[src/rtl/decoder_pkg.sv]
// Shared types and helpers for the sequenced 3-to-8 decoder.
package decoder_pkg;

   localparam int CODE_W = 3;
   localparam int OUT_W  = 8;

   typedef enum logic [1:0] {
      IDLE  = 2'd0,
      HOLD  = 2'd1,
      SWEEP = 2'd2
   } state_e;

   function automatic logic [OUT_W-1:0] onehot3(input logic [CODE_W-1:0] code);
      logic [OUT_W-1:0] r;
      r = '0;
      r[code] = 1'b1;
      return r;
   endfunction

endpackage

[src/rtl/decoder_3to8.sv]
// Purely combinational 3-bit index to 8-bit one-hot line decoder.
module decoder_3to8
   import decoder_pkg::*;
(
   input  logic [CODE_W-1:0] sel,
   output logic [OUT_W-1:0]  y
);

   assign y = onehot3(sel);

endmodule

[src/rtl/decoder_3to8_seq.sv]
// Registered 3-to-8 one-hot decoder with valid/ready intake, programmable
// hold time and an automatic 0..7 sweep for encoder loopback.
//
// state | meaning
// IDLE  | outputs zero, ready for a code or a sweep request
// HOLD  | single accepted code shown on y, counting down the hold time
// SWEEP | stepping idx through 0..7, each held for HOLD_CYCLES cycles
module decoder_3to8_seq
   import decoder_pkg::*;
#(
   parameter int HOLD_CYCLES = 4
) (
   input  logic              clk,
   input  logic              rst,
   input  logic              en,
   input  logic [CODE_W-1:0] code,
   input  logic              valid_in,
   output logic              ready_out,
   input  logic              sweep,
   output logic [OUT_W-1:0]  y,
   output logic              v,
   output logic              busy,
   output logic              done
);

   localparam int CNT_W = (HOLD_CYCLES > 1) ? $clog2(HOLD_CYCLES) : 1;
   localparam logic [CNT_W-1:0] CNT_LOAD = CNT_W'(HOLD_CYCLES - 1);
   localparam logic [CODE_W-1:0] IDX_LAST = CODE_W'(OUT_W - 1);

   state_e            state_q, state_d;
   logic [CNT_W-1:0]  cnt_q, cnt_d;
   logic [CODE_W-1:0] idx_q, idx_d;
   logic [OUT_W-1:0]  y_q, y_d;
   logic              v_q, v_d;
   logic              done_q, done_d;

   logic [CODE_W-1:0] dec_sel;
   logic [OUT_W-1:0]  dec_y;
   logic              load_y;
   logic              clear_y;

   // The decoder sees the index that y is about to show, so y stays a
   // plain register of a single decoder output.
   decoder_3to8 u_dec (
      .sel (dec_sel),
      .y   (dec_y)
   );

   always_comb begin
      state_d = state_q;
      cnt_d   = cnt_q;
      idx_d   = idx_q;
      y_d     = y_q;
      v_d     = v_q;
      done_d  = 1'b0;
      dec_sel = idx_q;
      load_y  = 1'b0;
      clear_y = 1'b0;

      if (en) begin
         unique case (state_q)
            IDLE: begin
               if (sweep) begin
                  state_d = SWEEP;
                  idx_d   = '0;
                  dec_sel = '0;
                  load_y  = 1'b1;
                  cnt_d   = CNT_LOAD;
               end else if (valid_in) begin
                  state_d = HOLD;
                  dec_sel = code;
                  load_y  = 1'b1;
                  cnt_d   = CNT_LOAD;
               end
            end
            HOLD: begin
               if (cnt_q != '0) begin
                  cnt_d = cnt_q - CNT_W'(1);
               end else begin
                  state_d = IDLE;
                  clear_y = 1'b1;
               end
            end
            SWEEP: begin
               if (cnt_q != '0) begin
                  cnt_d = cnt_q - CNT_W'(1);
               end else if (idx_q != IDX_LAST) begin
                  idx_d   = idx_q + CODE_W'(1);
                  dec_sel = idx_q + CODE_W'(1);
                  load_y  = 1'b1;
                  cnt_d   = CNT_LOAD;
               end else begin
                  state_d = IDLE;
                  clear_y = 1'b1;
                  done_d  = 1'b1;
               end
            end
            default: begin
               state_d = IDLE;
               clear_y = 1'b1;
               cnt_d   = '0;
            end
         endcase
      end

      if (load_y) begin
         y_d = dec_y;
         v_d = 1'b1;
      end else if (clear_y) begin
         y_d = '0;
         v_d = 1'b0;
      end
   end

   always_ff @(posedge clk) begin
      if (rst) begin
         state_q <= IDLE;
         cnt_q   <= '0;
         idx_q   <= '0;
         y_q     <= '0;
         v_q     <= 1'b0;
         done_q  <= 1'b0;
      end else begin
         state_q <= state_d;
         cnt_q   <= cnt_d;
         idx_q   <= idx_d;
         y_q     <= y_d;
         v_q     <= v_d;
         done_q  <= done_d;
      end
   end

   assign y         = y_q;
   assign v         = v_q;
   assign done      = done_q;
   assign busy      = (state_q != IDLE);
   assign ready_out = (state_q == IDLE) && !sweep;

endmodule

[config.mk]
export PLATFORM = sky130hd
export DESIGN_NAME = decoder_3to8_seq
export DESIGN_NICKNAME = d
export VERILOG_FILES = /design/src/rtl/decoder_pkg.sv /design/src/rtl/decoder_3to8.sv /design/src/rtl/decoder_3to8_seq.sv
export SDC_FILE = /design/constraint.sdc
export NUM_CORES = 1
export LEC_CHECK = 0
export ABC_CLOCK_PERIOD_IN_PS = 1500
export BUFFER_PORTS_ARGS = -buffer_cell sky130_fd_sc_hd__buf_2
export CAP_MARGIN = 20
export CORE_AREA = 4 4 78 51
export DETAILED_ROUTE_END_ITERATION = 7
export DIE_AREA = 0 0 82 55
export PLACE_DENSITY = 0.6
export SLEW_MARGIN = 0
export SYNTH_ARGS = -nofsm -noshare
export SYNTH_HDL_FRONTEND = slang
export SYNTH_SLANG_ARGS = --single-unit
export TNS_END_PERCENT = 5
[constraint.sdc]
create_clock -name clk -period 1.5 [get_ports clk]
set_input_delay 0.075 -clock clk [delete_from_list [all_inputs] [get_ports clk]]
set_output_delay 0.075 -clock clk [all_outputs]
set_load 0.01 [all_outputs]
==> metrics.txt <==
DP Cell Count=188; DRT iter0 DRCs=between 40 and 50; count leader, synth=dfxtp_1; final period utilization=112%; detailed-route via count=1017; clock latency on the worst-skew pair=0.25 ns; Mean Syn Cell Area=between 8 and 9 um2; mux contribution to synthesized area=between 2 and 2.5%; WP data arrival=~1.8 ns; per-cell routed wire length=14.1 um; Final Non-Filler Cells=192; simple-gate share of the synthesized area=22.3%; number of global-route vias before repair=921; failing checks=setup timing; Num CTS Buffers=3; worst setup margin=-0.183 ns; clock sink count=17; Mapped Area=958 um2; Met3 Wirelength=215 um; root buf cell=clkbuf_8; cell taking the most area after synthesis=dfxtp_1; PnR Total Power=1140 uW; Worst Hold Class=in2reg; Crit-path slowest cell=or3_4; Fmax=slightly below 0.6 GHz; Compound-Gate Fraction of Synth Area=31.3%; CORE AREA=0.00320 mm2; outcome=complete, but fails checks; Synth Area in Adders=under 10%; Mapped Nets=121; IO Port Bufs=19; Final Setup Violations=8; Synth area leaders=dfxtp_1 36%, nand3_1 5.2%, a21oi_1 3.7%; H-Tree Depth=1; Layout Skew=0.00402 ns; Pwr per Cell Area=836 mW/mm2; GRT Resource Usage Total=12.5%; number of synthesized flops with an enable pin=0; highest metal used=met4; LEAKAGE=0.000560 uW; Crit Path Class=reg2reg; drt drc=0; first-pass GRT wire length=between 4000 and 5000 um; Yosys warnings=0; CP max FO=4; RSZ-0062 raised after global routing=true; largest net degree at the start of global routing=12; Detailed Routing Iterations Pass 1=4; CP required=1.64 ns; crit path cell chain=inv_2 -> ha_4 -> a21oi_1 -> nor2_1 -> or3_4 -> o41ai_1; Synth Register Bits=17; number of antenna violations at the first check in global routing=0; Worst Setup Start Kind=flop; Least-Margin Pin Slew=around 0.48 ns; routability cong.=0.848; fin nets=158; Reg clk slew, reported paths=0.07 ns; diode count=0; WL met2=roughly 1200 um; Metal-1 WL=~1300 um; sequential area share after synthesis=35.5%; VDD IR-drop max=348 uV; clock buffer depth=2; CTS tree=done; CP Capture Type=flop; synth cell count leaders=17 x dfxtp_1, 10 x nand3_1, 8 x nor2_1; Layout area overhead=42.7%; Die X-Extent=82 um; Post-Syn Instances=111; Ports=20; top_reg_cell synth=dfxtp_1; number of routed nets with antenna violations=0; Critical Path Max Stage Delay=0.43 ns; crit-path leading delay family=simple AND/OR/NAND/NOR gates; XOR/XNOR share of the synthesized area=0.914%; DR vias/cell=5.30; Die Ht=55 um; post-synth top area share=35.5%; layout cells sized above 1=~46%; pre-CTS setup slack=-0.186 ns; CP bufs+invs=1; die area=0.00451 mm2; Post-DP HPWL=2100 um; endpoints failing hold=0; main combinational cell family by area after synthesis=compound AO/OA/AOI/OAI gates; row count=16; # fillers=roughly 330; Distinct cells, synth=47; Post-synth ARST share=0%; total wire length=2710 um; Max-Cap Viols=0; min cycle time layout=1.68 ns; relative slew slack=between 60% and 70%; Starting Density=29.9%; Fin Hold WS=0.135 ns; Slew Limit Fails=0; grt ovf=0
-- sequential cells by signal, summed over array words and instances (netlist names) --
register / cells
v: 1
done: 1
idx_q: 3
y: 8
cnt_q: 2
state_q: 2
-- layer usage --
layer  up-vias  GRT usage [%]
met5         -              0
met4         0           3.04
met3         6           4.53
met2        36           19.7
met1       472           16.3
li1        503              -
-- worst reg2reg max path: stages, from the launching register on --
cell and delay, ns:
dfxtp_2 0.34, inv_2 0.05, ha_4 0.16, a21oi_1 0.12
nor2_1 0.10, or3_4 0.43, o41ai_1 0.38
-- through the flow --
step / utilization (%) / TNS, ns / cell area [um2]
detailed placement: 39.6 / -0.972 / 1270
floorplan: - / -0.140 / 1000
CTS: 41.7 / -0.917 / 1340
finish: 42.7 / -0.897 / 1370
global route: 42.7 / -1.42 / 1370
global placement: 39.6 / -0.777 / 1270
-- worst paths after layout --
path	from	end	slack (ns)	depth (start not counted)
min	valid_in	state_q[0]	0.13	3
min reg2reg	y[7]	y[7]	0.46	2
max	cnt_q[0]	y[1]	-0.18	6
max reg2reg	cnt_q[0]	y[1]	-0.18	6
-- what timing repair did --
item / CTS / global route
endpoints found under the hold margin: 0 / 0
pin swaps: 2 / 3
resized for setup: 4 / 9
hold buffers: 0 / 0
buffers inserted: 0 / 0
gates cloned: 0 / 0
endpoints found under the setup margin: 10 / 11
-- power by group --
| part | internal [uW] | switching (uW) | total [uW] |
|---|---|---|---|
| clock | 184 | 158 | 343 |
| sequential | 475 | 17.5 | 492 |
| combinational | 141 | 167 | 308 |
-- logic make-up after synthesis --
kind of cell / after synthesis
adder cells (fa/ha/maj): 3
buffers and inverters: 10
flip-flops: 17
AND/OR/NAND/NOR: 39
multiplexers: 2
AO/OA/AOI/OAI: 39
XOR/XNOR: 1
-- cell usage in the layout, fill, tap and decap left out, types with 3 or more instances in the layout --
| cell type | n |
|---|---|
| buf_2 | 19 |
| o31ai_1 | 4 |
| a21oi_1 | 7 |
| clkbuf_8 | 3 |
| o41ai_2 | 3 |
| nand3_1 | 10 |
| o21ai_0 | 3 |
| dfxtp_2 | 6 |
| inv_2 | 3 |
| dfxtp_1 | 11 |
| nand2_1 | 4 |
| nor3_1 | 3 |
| buf_4 | 17 |
| nor2_1 | 8 |
-- area by class of cell --
type | count | area [um2] | area share, %
clock buffer | 3 | 41.3 | 3.02
timing repair buffer | 37 | 234 | 17.1
inverter | 5 | 18.8 | 1.37
sequential | 17 | 348 | 25.4
clock inverter | 1 | 5.00 | 0.366
multi-input combinational | 84 | 664 | 48.6
tap | 45 | 56.3 | 4.12
Power figures use the tool's default switching activity.
